## src/rtl/image_scaler_controller.sv

```systemverilog
// Maps a screen pixel (x,y) onto a stored image that is upscaled by 2^SCALE_LOG2 and optionally mirrored.
// Latency: mem_addr one cycle after x/y are sampled; memRGB/in_image 2+MEM_LAT cycles after sampling.
// Backpressure: none on the pixel path; a new position request is held off (pos_ready low) until the pending one lands on a frame edge.
module image_scaler_controller #(
  parameter int IMG_W      = 160,
  parameter int IMG_H      = 120,
  parameter int SCALE_LOG2 = 2,
  parameter int PIX_W      = 8,
  parameter int ADDR_W     = 15,
  parameter int MEM_LAT    = 1,
  parameter logic [PIX_W-1:0] BG_COLOR = '0
) (
  input  logic              CLK_IN,
  input  logic              RST_IN,
  input  logic              FRAME_CLOCK,
  input  logic [9:0]        x,
  input  logic [9:0]        y,
  input  logic [9:0]        pos_x,
  input  logic [9:0]        pos_y,
  input  logic              pos_flip,
  input  logic              pos_valid,
  output logic              pos_ready,
  output logic [ADDR_W-1:0] mem_addr,
  input  logic [PIX_W-1:0]  mem_rdata,
  output logic [PIX_W-1:0]  memRGB,
  output logic              in_image
);

  // Scaled image extent on screen.
  localparam int unsigned W_LIM = IMG_W << SCALE_LOG2;
  localparam int unsigned H_LIM = IMG_H << SCALE_LOG2;

  typedef enum logic [1:0] {S_READY, S_PEND, S_RELEASE} req_state_t;

  req_state_t state, state_nxt;
  logic       frame_prev;
  logic       frame_edge;
  logic       accept;
  logic       apply;
  logic [9:0] pend_x, pend_y;
  logic       pend_flip;
  logic [9:0] org_x, org_y;
  logic       org_flip;

  logic signed [10:0] dx_c, dy_c;
  logic               inside_c;
  logic signed [10:0] s1_dx, s1_dy;
  logic               s1_inside;
  logic               s1_flip;
  logic [31:0]        row_c, col_c;
  logic [MEM_LAT:0]   inside_sr;

  assign frame_edge = FRAME_CLOCK & ~frame_prev;

  // Request handshake state register.
  always_ff @(posedge CLK_IN) begin
    if (RST_IN) state <= S_READY;
    else        state <= state_nxt;
  end

  // Next state: accept one request, hold it until a frame edge, then reopen one cycle later.
  always_comb begin
    state_nxt = state;
    pos_ready = 1'b0;
    accept    = 1'b0;
    apply     = 1'b0;
    case (state)
      S_READY: begin
        pos_ready = 1'b1;
        if (pos_valid) begin
          accept    = 1'b1;
          state_nxt = S_PEND;
        end
      end
      S_PEND: begin
        // Only a request captured in an earlier cycle can be applied here.
        if (frame_edge) begin
          apply     = 1'b1;
          state_nxt = S_RELEASE;
        end
      end
      S_RELEASE: state_nxt = S_READY;
      default:   state_nxt = S_READY;
    endcase
  end

  // Frame edge sampling, pending capture and frame-synchronous origin update.
  always_ff @(posedge CLK_IN) begin
    if (RST_IN) begin
      frame_prev <= 1'b0;
      pend_x     <= '0;
      pend_y     <= '0;
      pend_flip  <= 1'b0;
      org_x      <= '0;
      org_y      <= '0;
      org_flip   <= 1'b0;
    end else begin
      frame_prev <= FRAME_CLOCK;
      if (accept) begin
        pend_x    <= pos_x;
        pend_y    <= pos_y;
        pend_flip <= pos_flip;
      end
      if (apply) begin
        org_x    <= pend_x;
        org_y    <= pend_y;
        org_flip <= pend_flip;
      end
    end
  end

  // Stage 1 combinational: signed offsets from the origin and the inside test.
  always_comb begin
    dx_c     = $signed({1'b0, x}) - $signed({1'b0, org_x});
    dy_c     = $signed({1'b0, y}) - $signed({1'b0, org_y});
    inside_c = !dx_c[10] && ({21'd0, dx_c} < 32'(W_LIM)) &&
               !dy_c[10] && ({21'd0, dy_c} < 32'(H_LIM));
  end

  // Stage 2 combinational: downscale offsets to stored row/column, mirroring the column if flipped.
  always_comb begin
    row_c = {21'd0, s1_dy} >> SCALE_LOG2;
    col_c = {21'd0, s1_dx} >> SCALE_LOG2;
    if (s1_flip) col_c = 32'(IMG_W - 1) - col_c;
  end

  // Pixel pipeline: stage 1 regs, stage 2 address, inside delay matching memory latency, output select.
  always_ff @(posedge CLK_IN) begin
    if (RST_IN) begin
      s1_dx     <= '0;
      s1_dy     <= '0;
      s1_inside <= 1'b0;
      s1_flip   <= 1'b0;
      mem_addr  <= '0;
      inside_sr <= '0;
      memRGB    <= BG_COLOR;
      in_image  <= 1'b0;
    end else begin
      s1_dx     <= dx_c;
      s1_dy     <= dy_c;
      s1_inside <= inside_c;
      s1_flip   <= org_flip;
      mem_addr  <= s1_inside ? ADDR_W'(32'(IMG_W) * row_c + col_c) : '0;
      inside_sr <= {inside_sr[MEM_LAT-1:0], s1_inside};
      memRGB    <= inside_sr[MEM_LAT] ? mem_rdata : BG_COLOR;
      in_image  <= inside_sr[MEM_LAT];
    end
  end

endmodule

```

## config.mk

```make
export PLATFORM = sky130hd
export DESIGN_NAME = image_scaler_controller
export DESIGN_NICKNAME = d
export VERILOG_FILES = /design/src/rtl/image_scaler_controller.sv
export SDC_FILE = /design/constraint.sdc
export NUM_CORES = 1
export LEC_CHECK = 0
export CORE_MARGIN = 4
export CORE_UTILIZATION = 53
export CTS_CLUSTER_DIAMETER = 200
export DETAILED_ROUTE_END_ITERATION = 10
export GPL_TIMING_DRIVEN = 0
export HOLD_SLACK_MARGIN = 0.1
export PLACE_DENSITY = 0.86
export SYNTH_ARGS = -nofsm -noshare
export SYNTH_HDL_FRONTEND = slang
export SYNTH_SLANG_ARGS = --single-unit
```

## constraint.sdc

```tcl
create_clock -name CLK_IN -period 3.2 [get_ports CLK_IN]
set_clock_uncertainty 0.15 [all_clocks]
set_input_delay 0.64 -clock CLK_IN [delete_from_list [all_inputs] [get_ports CLK_IN]]
set_output_delay 0.64 -clock CLK_IN [all_outputs]
set_load 0.1 [all_outputs]
```

[Word level (Yosys, flattened, before mapping)]
Cells that the tools add are included.
Storage, ports and cells
  flip-flop bits (word level): 95
  output and inout bits: 25
Operators by class
  $add $sub $neg: 4
  multiply operators: 1
  $lt $le $gt $ge: 2
  eq/ne operators: 3
  muxes and demuxes: 9
  bitwise gates (word level): 4
  reductions and logical operators: 9
Operator list (count)
  $sub A10 B10 Y11: 2
  $add A15 B15 Y15: 1
  $mux W15: 1
  $lt A11 B10 Y1 const B: 1
  $lt A11 B9 Y1 const B: 1
  $mul A3 B9 Y10 const A: 1
  $sub A8 B9 Y10 const A: 1
  $mux W1: 5
  $mux W2: 2
  $ne A2 B2 Y1 const B: 2
  $pmux W2 S2: 1
  $reduce_or A2 Y1: 2
  $logic_and A1 B1 Y1: 3
  $not A1 Y1: 3
  $eq A2 B1 Y1 const B: 1
  $logic_not A1 Y1: 2
  $logic_not A2 Y1: 1
  $reduce_and A2 Y1: 1
  $and A1 B1 Y1: 1

[Longest topological paths before layout]
Gate-level depths: netlist of run 1.
  word-level depth: 5
  mapped depth: 12

[Worst setup path after synthesis of run 1]
No wires, ideal clock.
  kind: reg2reg
  start point: register s1_dy[3]
  end point: register mem_addr[14]
  setup time: 0.120 ns
  data arrival time: 2.496 ns
  data required time: 2.930 ns
  setup slack: 0.434 ns
  cell stages (with the launch flop): 12
  buffers on the path: 0
  period minus slack after synthesis: 2.766 ns
  path through: dfxtp_1 -> ha_1 -> ha_1 -> fa_1 -> a21o_1 -> a21oi_1 -> xnor2_1 -> ha_1 -> a21o_1 -> a21oi_1 -> and3_1 -> nor3_1
Between the ends
  longest elaborated chain between the ends: 2
RTL lines
  start: declaration: line 47  | logic signed [10:0] s1_dx, s1_dy;
  start signal: assignment: line 140  | s1_dy <= dy_c;
  $mul A3 B9 Y10: line 143  | mem_addr <= s1_inside ? ADDR_W'(32'(IMG_W) * row_c + col_c) : '0;
  $add A15 B15 Y15: line 143
  end signal: assignment: line 143
  end: declaration: line 23  | output logic [ADDR_W-1:0] mem_addr,
Every way passes these cells.
A chain may end at the register's enable or synchronous reset.

[Final worst setup path of run 1]
Ends and elaborated chain as after synthesis.

==> results of run 1 <==
[final timing paths]
| kind | to | cells after the start | slack (ns) | startpoint |
|---|---|---|---|---|
| setup / recovery | mem_addr[14]$_SDFF_PP0_ | 11 | 0.17 | s1_dy[3]$_SDFF_PP0_ |
| hold / removal | org_y[9]$_SDFFE_PP0P_ | 2 | 0.31 | org_y[9]$_SDFFE_PP0P_ |
| setup reg to reg | mem_addr[14]$_SDFF_PP0_ | 11 | 0.17 | s1_dy[3]$_SDFF_PP0_ |
| hold reg to reg | org_y[9]$_SDFFE_PP0P_ | 2 | 0.31 | org_y[9]$_SDFFE_PP0P_ |
[state kept, by name (all words and copies together) (netlist names), 8 cells and up]
register and cells:
mem_addr 15, s1_dy 9, org_x 10, pend_y 10
pend_x 10, org_y 10, s1_dx 9, memRGB 8
[cell usage in the layout (no fill, tap or decap), types with 2 or more instances in the layout]
cell type and instances:
nor2b_1 9, o21bai_1 3, inv_6 2, clkdlybuf4s50_1 77
nor2_1 34, clkbuf_8 9, dfxtp_1 91, xor2_1 13
and2_1 11, nor3_1 9, ha_1 41, o211ai_1 2
nand3_1 2, a2111oi_4 2, clkinv_2 2, xnor2_1 22
o31a_1 2, o21ai_0 8, inv_1 31, a21oi_1 58
fa_1 2, o21a_1 7, buf_1 3, a211oi_1 5
a21o_1 10, nand2_1 92, clkbuf_1 15
[Yosys cell counts (2+ instances only)]
cell,number
nand2_1,92
dfxtp_1,91
a21oi_1,58
ha_1,41
nor2_1,34
inv_1,31
xnor2_1,22
clkbuf_1,15
xor2_1,13
and2_1,11
a21o_1,10
nor2b_1,9
nor3_1,9
o21ai_0,8
o21a_1,7
a211oi_1,5
buf_1,3
o21bai_1,3
a2111oi_4,2
fa_1,2
nand3_1,2
o211ai_1,2
o31a_1,2
[metal layers]
layer	vias to the layer above	part of all wire, %
met5	-	0
met4	0	1.8
met3	17	5.2
met2	92	51
met1	1578	42
li1	1832	-
[cell type report]
cell class	instances	area, sq um
Fill cell	617	2420
Multi-Input combinational cell	354	2320
Sequential cell	91	1820
Timing Repair Buffer	77	771
Tap cell	102	128
Clock buffer	9	124
Inverter	31	116
Clock inverter	7	73.8
Buffer	18	67.6
[tightest hold or removal path, stage by stage, from the launching register on]
cell,delay [ns]
dfxtp_1,0.31
nand2_1,0.05
a21oi_1,0.05
[logic make-up after synthesis]
logic type	after synthesis	synth area share [%]
fa+ha+maj	43	12.8
simple gates	164	16.4
compound gates	111	17.1
xor+xnor	35	7.08
flops	91	42.1
buf+inv	49	4.25
mux	1	0.260
[metrics by stage]
step / instances / utilization, % / hold slack (ns)
finish: 689 / 69.1 / 0.307
global route: 689 / 69.1 / 0.324
CTS: 689 / 69.1 / 0.309
detailed placement: 673 / 66.6 / 0.294
global placement: 673 / 66.6 / 0.290
floorplan: 494 / - / 0.264
[power breakdown]
part / switching, mW / total, mW / internal [mW] / leakage, nW
sequential: 0.0276 / 1.21 / 1.18 / 0.742
combinational: 0.281 / 0.516 / 0.235 / 1.30
clock: 0.413 / 0.778 / 0.365 / 0.100
==> run metrics, run 1 <==
number of diodes 0; GRT met1 Usage 19.2%; number of buffers inserted by port buffering between 70 and 80; wire per inst 12.2 um; Final TNS setup 0 ns; Hold WC Path Type reg -> reg; Critical Path End Type flop; Pleak 2.14 nW; Final WS setup 0.174 ns; Yosys Warn Count 0; Initial Utilization a little under three fifths; unique cell type count in the Yosys netlist 45; mapped cell area 0.00433 sq mm; power per cell area 462 mW/mm^2; Final Hold Violating Endpoints 0; CP top delay family adder cells; met2 Use GR 32.5%; Overflow after GRT 0; worst ir drop on vdd ~380 uV; cts bufs inserted 9; CTS clk-pin slew, worst paths 0.09 ns; Setup Fix Bufs, Post-CTS 0; ys async rst share 0%; DR pass1 iterations 4; worst-skew pair later-pin latency 0.36 ns; htree depth 3; CTS tree yes; via count between 3000 and 4000; RSZ-0062 raised after global routing no; top_reg_cell synth dfxtp_1; synthesized area per cell around 9 sq um; largest net degree at the start of global routing 17; max incr delay on CP 0.44 ns; critical path class reg -> reg; initial antenna violation count 0; cts hold-fix bufs 0; DIE AREA roughly 0.0097 sq mm; post-cts resize count 0; flop and latch count out of synthesis a little over 90; gr usage total between 10% and 20%; first-pass GRT wire length 14.3 mm; syn nets 590; fin. max-slew vios 0; Clock Sinks slightly above 90; die height around 100 um; CTS Root Buffer Type clkbuf_8; most used cell, CP ha_1; Worst Max-Slew Pin Slew 0.980 ns; worst-path cell chain ha_1 -> ha_1 -> fa_1 -> a21o_1 -> a21oi_1 -> xnor2_1 -> ha_1 -> a21o_1 -> a21oi_1 -> and3_1 -> nor3_1; critical path's slowest cell dfxtp_1; number of max-cap violations 0; post-synth top area share 42.1%; dpl ws around 0.062 ns; die width 98.4 um; Core Rows 32; Seq/Total Area, Yosys between 40% and 50%; total wire length 8.44 mm; Worst Path Buf+Inv 0; worst path required time roughly 3.3 ns; ranking of synthesized cells by area dfxtp_1 (42%), ha_1 (12%), nand2_1 (8.0%); Period Utilization, post-route a little over nine tenths; final instance area 0.00542 sq mm; cell taking the most area after synthesis dfxtp_1; minimum clock period 3.03 ns; I/O pin count 78; # DRC 0; Placeable Area about 0.008 sq mm; Area growth, synth to finish 25.3%; vias in the first global route approximately 3400; dpl hpwl 6.80 mm; Rel. slew slack roughly 34%; Startpoint Class flop; share of layout cells above drive strength 1 4.43%; Post-synth EDFFs 0; status completed; CP Data Arrival Time between 3 and 4 ns; fin nets between 600 and 700; critical-path maximum fanout 5; gpl congestion between 0.8 and 0.9; average vias per placed instance 5.11; cells after synthesis between 400 and 500; Placed Area 0.00523 sq mm; GRT met3 Usage under 10%; gr busiest metal met2; Tot Pwr 2.50 mW; Fmax 330 MHz; Longest Clk Path Bufs 2; # setup viols final 0; initial drt markers 113; Final ANT Viol Nets 0
Power figures use the tool's default switching activity.
==> run 2: changes to the inputs <==
- RECOVER_POWER: unset -> 25
==> run 2 against run 1 <==
Against the previous run:
- clock power about the same
- routed wire length hardly changed
- critical path depth did not move
- clock-buffer cell count stayed put
- die area is the same
- sequential power about the same
- via count unchanged
- hold slack is essentially flat
- sequential share of layout area did not move
- design area stayed put
- combinational power is essentially flat
- critical endpoint unchanged
- largest power group unchanged
==> run metrics, run 2 (synthesis results as in run 1) <==
Setup Fix Bufs, Post-CTS 0 (unchanged); Period Utilization, post-route 94.6% (about the same); critical-path maximum fanout 5 (unchanged); status completed (unchanged); commonest non-fill, non-tap cell in the layout nand2_1 (unchanged); fillers 617 (unchanged); Final ANT Viol Nets 0 (unchanged); worst-path cell chain ha_1 -> ha_1 -> fa_1 -> a21o_1 -> a21oi_1 -> xnor2_1 -> ha_1 -> a21o_1 -> a21oi_1 -> and3_1 -> nor3_1 (unchanged); Final TNS setup 0 ns (unchanged); # DRC 0 (unchanged); Placeable Area 0.00785 sq mm (unchanged); Hold WC Path Type reg -> reg (unchanged); cts bufs inserted 9 (unchanged); worst path required time 3.30 ns (about the same); critical path's slowest cell dfxtp_1 (unchanged); Worst Max-Slew Pin Slew 0.980 ns (about the same); htree depth 3 (unchanged); cts hold-fix bufs 0 (unchanged); number of buffers inserted by port buffering 77 (unchanged); Core Rows 32 (unchanged); die height 98.4 um (unchanged); fin nets 678 (unchanged); DR pass1 iterations 4 (unchanged); dpl hpwl 6.80 mm (unchanged); minimum clock period 3.03 ns (about the same); worst-skew pair later-pin latency 0.36 ns (about the same); Critical Path End Type flop (unchanged); max incr delay on CP 0.44 ns (about the same); Longest Clk Path Bufs 2 (unchanged); gr usage total 17.7% (unchanged); total wire length 8.44 mm (about the same); Startpoint Class flop (unchanged); largest net degree at the start of global routing 17 (unchanged); CTS tree yes (unchanged); most used cell, CP ha_1 (unchanged); Rel. slew slack 34.5% (about the same); wire per inst 12.2 um (about the same); vias in the first global route 3422 (unchanged); die width 98.4 um (unchanged); share of layout cells above drive strength 1 4.43% (unchanged); Worst Path Buf+Inv 0 (unchanged); Overflow after GRT 0 (unchanged); CP top delay family adder cells (unchanged); CTS Root Buffer Type clkbuf_8 (unchanged); max FFs per register 15 (unchanged); first-pass GRT wire length 14.3 mm (unchanged); Placed Cells 673 (unchanged); initial antenna violation count 0 (unchanged); initial drt markers 111 (was 113); average vias per placed instance 5.11 (unchanged); gpl congestion 0.819 (unchanged); Final Hold Violating Endpoints 0 (unchanged); number of max-cap violations 0 (unchanged); RSZ-0062 raised after global routing no (unchanged); commonest non-fill, non-tap cells in the layout nand2_1 (92), dfxtp_1 (91), clkdlybuf4s50_1 (75) (was nand2_1 (92), dfxtp_1 (91), clkdlybuf4s50_1 (77)); Area growth, synth to finish 25.3% (unchanged); worst ir drop on vdd 375 uV (about the same); post-route insts no fill 689 (unchanged); critical path class reg -> reg (unchanged); via count 3519 (unchanged); CTS clk-pin slew, worst paths 0.09 ns (about the same); largest reg by FF count mem_addr (unchanged); I/O pin count 78 (unchanged); Initial Utilization 55.1% (unchanged); CP Data Arrival Time 3.13 ns (was 3.12 ns); number of diodes 0 (unchanged); # setup viols final 0 (unchanged); Pleak 2.14 nW (about the same); fin. max-slew vios 0 (unchanged); Fmax 330 MHz (about the same); DIE AREA 0.00967 sq mm (unchanged); final core utilization 69.1% (unchanged); power per cell area 462 mW/mm^2 (about the same); Clock Sinks 91 (unchanged); post-cts resize count 0 (unchanged)
==> run 2: changes by cell type in the layout (fill, tap and decap cells not counted) <==
cell	change
and2_0	+3
clkdlybuf4s50_1	-2
and2_1	-3
clkbuf_1	+1
buf_1	-1
dlygate4sd3_1	+2
==> run 2: layout make-up <==
type	count	area, sq um	area share (%)
plain buffers	18	67.6	1.25
clock buffers	9	124	2.28
clock inverters	7	73.8	1.36
inverters	31	116	2.15
multi-input cells	354	2320	42.8
flip-flops and latches	91	1820	33.6
well taps	102	128	2.35
repair buffers	77	771	14.2
==> run 2: final timing paths <==
kind	startpoint	endpoint	slack (ns)	cells past startpoint
worst min register to register	org_y[9]$_SDFFE_PP0P_	org_y[9]$_SDFFE_PP0P_	0.31	2
worst min-delay path	org_y[9]$_SDFFE_PP0P_	org_y[9]$_SDFFE_PP0P_	0.31	2
worst max register to register	s1_dy[3]$_SDFF_PP0_	mem_addr[14]$_SDFF_PP0_	0.17	11
worst max-delay path	s1_dy[3]$_SDFF_PP0_	mem_addr[14]$_SDFF_PP0_	0.17	11
==> run 2: worst reg2reg max path, cell delays in order (launching register included) <==
cell and delay (ns):
dfxtp_1 0.44, ha_1 0.28, ha_1 0.23, fa_1 0.43
a21o_1 0.18, a21oi_1 0.20, xnor2_1 0.15, ha_1 0.30
a21o_1 0.20, a21oi_1 0.16, and3_1 0.17, nor3_1 0.04
==> run 2: where the power goes <==
group	switching, mW	total (mW)	internal (mW)	leakage, nW
Sequential	0.0275	1.21	1.18	0.742
Clock	0.413	0.778	0.365	0.100
Combinational	0.281	0.515	0.234	1.29
Total	0.722	2.50	1.78	2.14
==> run 2: routing by layer <==
layer | global-route usage (%) | wire length [um] | up-vias
met2 | 32.5 | 4310 | 90
met4 | 7.88 | 145 | 0
met3 | 4.36 | 441 | 17
met1 | 19.2 | 3540 | 1578
li1 | - | - | 1834
met5 | 0 | 0 | -
==> run 2: stage by stage <==
stage          hold slack, ns  power, mW  area, sq um  worst slack, ns
4_1_cts                 0.309       2.52         5420            0.161
3_3_place_gp            0.290       1.73         5230            0.113
3_5_place_dp            0.294       1.75         5230           0.0619
6_report                0.307       2.50         5420            0.172
2_1_floorplan           0.264       1.60         4330            0.434
5_1_grt                 0.324       2.63         5420           0.0113
==> run 3: changes to the inputs <==
- PLACE_DENSITY: 0.86 -> 0.8
==> run 3 against run 2 <==
Against the previous run:
- setup slack improved by 0.086 ns
- sequential share of layout area is 0.093 points higher
- fmax up 2.9%
- highest routed layer unchanged
- sequential power about the same
- largest power group unchanged
- total power fell by 3.0%
- clock-buffer cell count stayed put
==> run metrics, run 3 (synthesis results as in run 1) <==
multi-input logic area 0.00232 sq mm (unchanged); via count 3485 (was 3519); dpl hpwl 6.80 mm (about the same); CTS Root Buffer Type clkbuf_8 (unchanged); number of diodes 0 (unchanged); r2r endpoint mem_addr[14]$_SDFF_PP0_ (unchanged); commonest non-fill, non-tap cell in the layout nand2_1 (unchanged); Longest Clk Path Bufs 2 (unchanged); RSZ-0062 raised after global routing no (unchanged); share of layout cells above drive strength 1 4.43% (unchanged); vias in the first global route 3434 (was 3422); largest net degree at the start of global routing 18 (was 17); die height 98.4 um (unchanged); Setup Fix Bufs, Post-CTS 0 (unchanged); dpl ws 0.0654 ns (was 0.0619 ns); sequential cell area 0.00182 sq mm (unchanged); Startpoint Class flop (unchanged); number of buffers inserted by port buffering 77 (unchanged); status completed (unchanged); critical path class reg -> reg (unchanged); Critical Path End Type flop (unchanged); number of max-cap violations 0 (unchanged); cts hold-fix bufs 0 (unchanged); Pleak 2.11 nW (was 2.14 nW); final core utilization 68.9% (was 69.1%); Placed Cells 673 (unchanged); post-cts resize count 0 (unchanged); worst-case reg-to-reg path depth 11 (unchanged); gpl congestion 0.803 (was 0.819); Critical path origin s1_dy[3]$_SDFF_PP0_ (unchanged); R2R Path Start s1_dy[3]$_SDFF_PP0_ (unchanged); Placed Area 0.00523 sq mm (unchanged); Hold Path Cell Cnt 2 (unchanged); # setup viols final 0 (unchanged); Tot Pwr 2.43 mW (was 2.50 mW); post-route insts no fill 689 (unchanged); Fmax 340 MHz (was 330 MHz); CTS tree yes (unchanged); DR pass1 iterations 4 (unchanged); r2r setup slk 0.26 ns (was 0.17 ns); first-pass GRT wire length 14.4 mm (was 14.3 mm); minimum clock period 2.94 ns (was 3.03 ns); met2 Use GR 33.2% (was 32.5%); initial antenna violation count 0 (unchanged); DIE AREA 0.00967 sq mm (unchanged); initial drt markers 57 (was 111); wire per inst 12.1 um (was 12.2 um); # DRC 0 (unchanged); crit path to mem_addr[14]$_SDFF_PP0_ (unchanged); Fin Hold WS 0.308 ns (was 0.307 ns); cts bufs inserted 9 (unchanged); max FFs per register 15 (unchanged); Period Utilization, post-route 92.0% (was 94.6%); final instance area 0.00541 sq mm (was 0.00542 sq mm); fillers 653 (was 617); critical-path maximum fanout 5 (unchanged); Final ANT Viol Nets 0 (unchanged); GRT met1 Usage 19.8% (was 19.2%); CTS clk-pin slew, worst paths 0.09 ns (about the same); worst-skew pair later-pin latency 0.35 ns (was 0.36 ns); power per cell area 449 mW/mm^2 (was 462 mW/mm^2); gr busiest metal met2 (unchanged); htree depth 3 (unchanged); CP Data Arrival Time 3.07 ns (was 3.13 ns); average vias per placed instance 5.06 (was 5.11); Placeable Area 0.00785 sq mm (unchanged); Final WS setup 0.258 ns (was 0.172 ns); Rel. slew slack 33.7% (was 34.5%); GRT met3 Usage 3.64% (was 4.36%); Hold WC Path Type reg -> reg (unchanged); Core Rows 32 (unchanged); Final TNS setup 0 ns (unchanged); total wire length 8.31 mm (was 8.44 mm); gr usage total 17.8% (was 17.7%); I/O pin count 78 (unchanged); Worst Max-Slew Pin Slew 0.992 ns (was 0.980 ns); fin nets 678 (unchanged); worst ir drop on vdd 281 uV (was 375 uV); commonest non-fill, non-tap cells in the layout nand2_1 (92), dfxtp_1 (91), clkdlybuf4s50_1 (75) (unchanged); Clock Sinks 91 (unchanged); die width 98.4 um (unchanged); Area growth, synth to finish 25.0% (was 25.3%); Overflow after GRT 0 (unchanged); fin. max-slew vios 0 (unchanged); largest reg by FF count mem_addr (unchanged); Final Hold Violating Endpoints 0 (unchanged); worst path required time 3.32 ns (was 3.30 ns); Initial Utilization 55.1% (unchanged)
[run 3: changes by cell type in the layout (fill, tap and decap cells not counted)]
cell / previous run / this run
clkinv_2: 2 / 0
clkinv_4: 1 / 0
and2_0: 3 / 7
and2_1: 8 / 4
bufinv_16: 1 / 0
clkinvlp_4: 1 / 4
inv_8: 0 / 1
[run 3: worst max-delay path: stages (launching register included)]
cell and delay [ns]:
dfxtp_1 0.41, ha_1 0.26, ha_1 0.23, fa_1 0.42, a21o_1 0.18, a21oi_1 0.17, xnor2_1 0.14, ha_1 0.30
a21o_1 0.20, a21oi_1 0.17, a21oi_1 0.09, nor3_1 0.16
[run 3: cell type report]
cell class	count	share of cell area, %
buffer	18	1.25
clock buffer	9	2.29
clock inverter	7	1.09
inverter	31	2.15
multi-input combinational	354	42.9
sequential	91	33.7
tap	102	2.36
timing repair buffer	77	14.3
[run 3: worst min path at each step]
stage	from	endpoint	slack, ns
floorplan	inside_sr[0]$_SDFF_PP0_	inside_sr[1]$_SDFF_PP0_	0.26
global placement	inside_sr[0]$_SDFF_PP0_	inside_sr[1]$_SDFF_PP0_	0.27
detailed placement	inside_sr[0]$_SDFF_PP0_	inside_sr[1]$_SDFF_PP0_	0.28
CTS	pend_y[6]$_SDFFE_PP0P_	org_y[6]$_SDFFE_PP0P_	0.31
global route	pend_y[6]$_SDFFE_PP0P_	org_y[6]$_SDFFE_PP0P_	0.32
finish	pend_y[6]$_SDFFE_PP0P_	org_y[6]$_SDFFE_PP0P_	0.31
[run 3: routing by layer]
| layer | vias to the layer above | part of all wire, % | wire length, um |
|---|---|---|---|
| met5 | - | 0 | 0 |
| met2 | 81 | 51 | 4210 |
| met3 | 14 | 4.9 | 406 |
| met4 | 0 | 1.3 | 108 |
| li1 | 1833 | - | - |
| met1 | 1557 | 43 | 3580 |
[run 3: power by group]
part / internal (mW) / switching (mW)
clock network: 0.292 / 0.415
logic: 0.233 / 0.278
registers: 1.18 / 0.0277
total: 1.71 / 0.720
==> patch 1: new RTL, flow settings as in run 1 <==
Take the reset off `mem_addr` and load it in a clocked block of its own.
--- a/src/rtl/image_scaler_controller.sv
+++ b/src/rtl/image_scaler_controller.sv
@@ -133,3 +133,2 @@
       s1_flip   <= 1'b0;
-      mem_addr  <= '0;
       inside_sr <= '0;
@@ -142,3 +141,2 @@
       s1_flip   <= org_flip;
-      mem_addr  <= s1_inside ? ADDR_W'(32'(IMG_W) * row_c + col_c) : '0;
       inside_sr <= {inside_sr[MEM_LAT-1:0], s1_inside};
@@ -149,2 +147,6 @@
 
+  always_ff @(posedge CLK_IN) begin
+    mem_addr <= s1_inside ? ADDR_W'(32'(IMG_W) * row_c + col_c) : '0;
+  end
+
 endmodule
Formal check against the unedited RTL: differs if RST_IN is asserted again (counterexample within 4 cycles, from zero or initial values and one cycle with RST_IN high); with RST_IN held inactive, the same outputs for 4 cycles.
==> patch 1 against run 1 <==
Hold slack about the same. Wire length increased by 2.3%. Combinational power increased by 11%. Synthesized area increased by 0.29%. Power increased by 1.4%. Non-clock buffer count increased by 1. Count of clock-buffer cells in the layout increased by 1. Setup slack improved by 0.082 ns. Via count increased by 0.26%. Sequential cell count unchanged. Final area about the same. Critical path type unchanged. Highest routed layer unchanged.
==> patch 1: results (changes against run 1) <==
| Metric | Value |
|---|---|
| Synth Net Count | 594 (was 590) |
| WHS Path Cells | 1 (was 2) |
| Cell leakage power | 2.096 nW (was 2.138 nW) |
| Hold_sp | inside_sr[0] (was org_y[9]) |
| YS warnings | 0 (unchanged) |
| Sequential area share after synthesis | 41.98% (was 42.11%) |
| Post-Syn Instances | 498 (was 494) |
| Crit path max fanout | 4 (was 5) |
| Worst hold slack | 0.3066 ns (about the same) |
| Int Power | 0.001757 W (was 0.001782 W) |
| Most frequent cells after synthesis | nand2_1, dfxtp_1, a21oi_1 (unchanged) |
| Layout cells sized above 1 | 5.254% (was 4.429%) |
| Post-route clock period utilization | 92.02% (was 94.57%) |
| Slowest stage cell, crit path | fa_2 (was dfxtp_1) |
| Largest net degree at the start of global routing | 18 (was 17) |
| Vias per cell | 5.098 (was 5.107) |
| Fin nets | 681 (was 678) |
| NonClk Buf Share | 15.43% (was 15.46%) |
| FF+latch count | 91 (unchanged) |
| # diodes | 0 (unchanged) |
| FILL cells | 645 (was 617) |
| Worst EP arrival | 3.03 ns (was 3.12 ns) |
| CTS clk-pin slew, worst paths | 0.09 ns (about the same) |
| Total GRT Usage | 17.80% (was 17.75%) |
| Vias in the first global route | 3370 (was 3422) |
| Met3 routed WL | 413 um (was 437 um) |
| DRT Wirelength | 8633 um (was 8437 um) |
| Hold Path End | inside_sr[1] (was org_y[9]) |
| Post-place setup slack | 0.1722 ns (was 0.06186 ns) |
| First DRT Iteration DRCs | 87 (was 113) |
| Worst slew margin | 34.54% (was 34.48%) |
| Non-clk invs | 27 (was 31) |
| Port buffer count | 76 (was 77) |
| Maximum vdd drop | 0.3699 mV (was 0.3751 mV) |
| Final Hold Viols | 0 (unchanged) |
| Non-clock buffer count | 96 (was 95) |
| Register-to-register setup slack | 0.26 ns (was 0.17 ns) |
| Dpl hpwl | 6946 um (was 6802 um) |
| Final core occ | 69.12% (was 69.10%) |
| Worst path max stage delay | 0.37 ns (was 0.44 ns) |
| Design Area, Final | 5424 um2 (was 5423 um2) |
| Register area | 1823 um2 (was 1822 um2) |
| Crit path to | mem_addr[14] (unchanged) |
| Cell Area, Placed | 5228 um2 (was 5225 um2) |
| Clkbuf count | 10 (was 9) |
| Met3 usage | 3.468% (was 4.357%) |
| Sw Pwr | 0.0007826 W (was 0.0007224 W) |
| GPL Wtd Cong | 0.8234 (was 0.8188) |
| Status | finished, final reports clean (unchanged) |
| Finished Layout Cells | 692 (was 689) |
| R2R depth | 13 (was 11) |
| Clock-cell share | 3.552% (was 3.646%) |
| Multi-input combinational area share | 43.18% (was 42.80%) |
| Ranking of synthesized cells by area | dfxtp_1, ha_1, nand2_1 (unchanged) |
| Clock share of power | 29.5% (was 31.1%) |
| Synth cell types | 49 (was 45) |
| First-pass GRT wire length | 14240 um (was 14290 um) |
| Met1 usage | 18.83% (was 19.17%) |
| Met2 Track Usage GR | 34.37% (was 32.50%) |
## patch 1: changes by cell type in the layout (fill, tap and decap cells not counted), sizes merged, moves of 4 or more
cell	delta
o21bai	+5
xnor2	+5
xor2	-4
a21o	-4
o21a	-5
## patch 1: cell families (layout without fill, tap and decap cells)
family | after synthesis | in the layout | synth area share [%]
xor gates and xnor gates | 36 | 36 | 7.267
muxes | 1 | 1 | 0.2595
AOI/OAI and AO/OA | 105 | 105 | 15.60
adders and majority gates | 43 | 43 | 12.75
and+or+nand+nor | 175 | 175 | 18.05
DFF | 91 | 91 | 41.98
buffers and inverters | 47 | 139 | 4.094
## patch 1: timing repair
| action | CTS | global route |
|---|---|---|
| hold buffers | 0 | 0 |
| endpoints found under the setup margin | 0 | 1 |
| resized for setup | 0 | 2 |
| buffers inserted | 0 | 0 |
| hold endpoints to repair | 0 | 0 |
==> patch 2: new RTL, config.mk and constraints of run 1 <==
Made on the original files. Change the parameter `MEM_LAT` from 1 to 2.
--- a/src/rtl/image_scaler_controller.sv
+++ b/src/rtl/image_scaler_controller.sv
@@ -9,3 +9,3 @@
   parameter int ADDR_W     = 15,
-  parameter int MEM_LAT    = 1,
+  parameter int MEM_LAT    = 2,
   parameter logic [PIX_W-1:0] BG_COLOR = '0
Behaviour: not the same (Yosys sat finds a counterexample within 10 cycles, from zero or initial values and one cycle with RST_IN high).
==> patch 2 against run 1 <==
Power shrank 1.7%. Critical path type unchanged. Hold slack lost 0.0098 ns. Largest power group unchanged. Sequential cell count grew 1. Setup slack gained 0.038 ns. Clock power shrank 6.9%. Final cell count grew 0.15%. Count of clock-buffer cells in the layout is the same. Synthesized area grew 0.61%. Highest routed layer unchanged. Final area grew 0.14%. Sequential share of layout area grew 0.32 points. Combinational power is essentially flat. Wire length grew 3.4%. Die area grew 0.56%.
==> patch 2: results (changes against run 1) <==
| Metric | Value |
|---|---|
| Status | finished, final reports clean (unchanged) |
| Worst EP arrival | 3.11 ns (was 3.12 ns) |
| First-pass DRT Iterations | 6 (was 4) |
| Layout cells sized above 1 | 4.422% (was 4.429%) |
| Port buffer count | 77 (unchanged) |
| Post-CTS Resized | 0 (unchanged) |
| Antenna Nets Post-Route | 0 (unchanged) |
| Fin nets | 679 (was 678) |
| Vias in the first global route | 3574 (was 3422) |
| Post-synth ARST share | 0% (unchanged) |
| DRT Wirelength | 8727 um (was 8437 um) |
| Slew @ Worst Pin | 0.9789 ns (was 0.9798 ns) |
| Met3 usage | 4.388% (was 4.357%) |
| Clock root buffer | clkbuf_8 (unchanged) |
| Met2 Track Usage GR | 34.63% (was 32.50%) |
| Longest Clk Path Bufs | 2 (unchanged) |
| Most frequent cells after synthesis | dfxtp_1, nand2_1, a21oi_1 (was nand2_1, dfxtp_1, a21oi_1) |
| WHS Path Cells | 1 (was 2) |
| Reg-to-reg startpoint | s1_dy[3] (unchanged) |
| Dominant synthesized flop cell | dfxtp_1 (unchanged) |
| Sequential area share after synthesis | 42.31% (was 42.11%) |
| First-pass GRT wire length | 14990 um (was 14290 um) |
| Crit path to | mem_addr[14] (unchanged) |
| Post-place setup slack | 0.09478 ns (was 0.06186 ns) |
| Clock H-tree levels | 3 (unchanged) |
| GPL Wtd Cong | 0.8202 (was 0.8188) |
| Cell Area, Placed | 5251 um2 (was 5225 um2) |
| Ranking of synthesized cells by area | dfxtp_1, ha_1, nand2_1 (unchanged) |
| Total GRT Usage | 18.47% (was 17.75%) |
| Cell leakage power | 2.133 nW (was 2.138 nW) |
| Met1 usage | 19.98% (was 19.17%) |
| Fmax | 334.6 MHz (was 330.4 MHz) |
| # diodes | 0 (unchanged) |
| Final core occ | 69.20% (was 69.10%) |
| CTS clk-pin slew, worst paths | ~0.1 ns |
| Vias per cell | 5.113 (was 5.107) |
| Largest net degree at the start of global routing | 18 (was 17) |
| Largest register FFs | 15 (unchanged) |
| Initial antenna violation count | 0 (unchanged) |
| Synth Net Count | 592 (was 590) |
| Skew-Pair Late Insertion Delay | 0.35 ns |
| Dpl hpwl | 7008 um (was 6802 um) |
| Maximum vdd drop | 0.3152 mV (was 0.3751 mV) |
| R2R depth | 11 (unchanged) |
| Worst Hold Class | flop to flop (unchanged) |
| YS warnings | 0 (unchanged) |
| Setup crit start | s1_dy[3] (unchanged) |
| FILL cells | 638 (was 617) |
| First DRT Iteration DRCs | 92 (was 113) |
==> patch 2: cell types whose count changed in the layout (fill, tap and decap cells not counted), sizes merged <==
| cell | change |
|---|---|
| nor2b | +1 |
| bufinv | -1 |
| dfxtp | +1 |
| clkinvlp | +2 |
| inv | +1 |
| clkinv | -2 |
| clkbuf | -1 |
==> patch 2: worst min-delay path by stage <==
stage / start / slack [ns] / to
global route: inside_sr[1] / 0.31 / inside_sr[2]
floorplan: inside_sr[0] / 0.26 / inside_sr[1]
CTS: inside_sr[1] / 0.30 / inside_sr[2]
global placement: inside_sr[1] / 0.27 / inside_sr[2]
finish: inside_sr[1] / 0.30 / inside_sr[2]
detailed placement: inside_sr[1] / 0.28 / inside_sr[2]
==> patch 2: layout make-up <==
cell class | instances | area share [%]
inverters | 31 | 2.143
clock buffers | 9 | 2.281
well taps | 102 | 2.350
repair buffers | 77 | 14.19
multi-input cells | 355 | 42.86
flip-flops and latches | 92 | 33.92
plain buffers | 17 | 1.175
clock inverters | 7 | 1.083
==> patch 2: metal layers <==
metal  up-vias  routed length [um]  part of all wire, %
li1       1833                   -                    -
met1      1589                3660                   42
met2        90                4445                   51
met3        16                 449                  5.1
met4         0                 172                  2.0
met5         -                   0                    0
==> patch 2: through the flow <==
stage	hold slack [ns]	total power, W	instances
5_1_grt	0.3098	0.002590	690
2_1_floorplan	0.2638	0.001607	496
3_3_place_gp	0.2724	0.001736	675
4_1_cts	0.3050	0.002480	691
6_report	0.2968	0.002462	690
3_5_place_dp	0.2803	0.001761	675
==> patch 2: kinds of logic (layout without fill, tap and decap cells) <==
| family | Yosys count | in the layout | synth area share (%) |
|---|---|---|---|
| buffers and inverters | 49 | 141 | 4.225 |
| AO/OA/AOI/OAI | 111 | 111 | 17.02 |
| multiplexers | 1 | 1 | 0.2587 |
| flip-flops | 92 | 92 | 42.31 |
| adder cells (fa/ha/maj) | 43 | 43 | 12.70 |
| AND/OR/NAND/NOR | 165 | 165 | 16.44 |
| XOR/XNOR | 35 | 35 | 7.042 |
==> patch 2: worst max-delay path, cell delays in order (launching register included) <==
cell and delay (ns):
dfxtp_1 0.44, ha_1 0.28, ha_1 0.23, fa_1 0.43, a21o_1 0.18, a21oi_1 0.17
xnor2_1 0.14, ha_1 0.30, a21o_1 0.20, a21oi_1 0.16, a21oi_1 0.09, nor3_1 0.16
==> patch 2: power by group <==
part	switching, W	total [W]	internal (W)	leakage [nW]
sequential	0.0000286	0.00122	0.00119	0.750
clock	0.000429	0.000724	0.000294	0.0857
combinational	0.000281	0.000515	0.000234	1.30
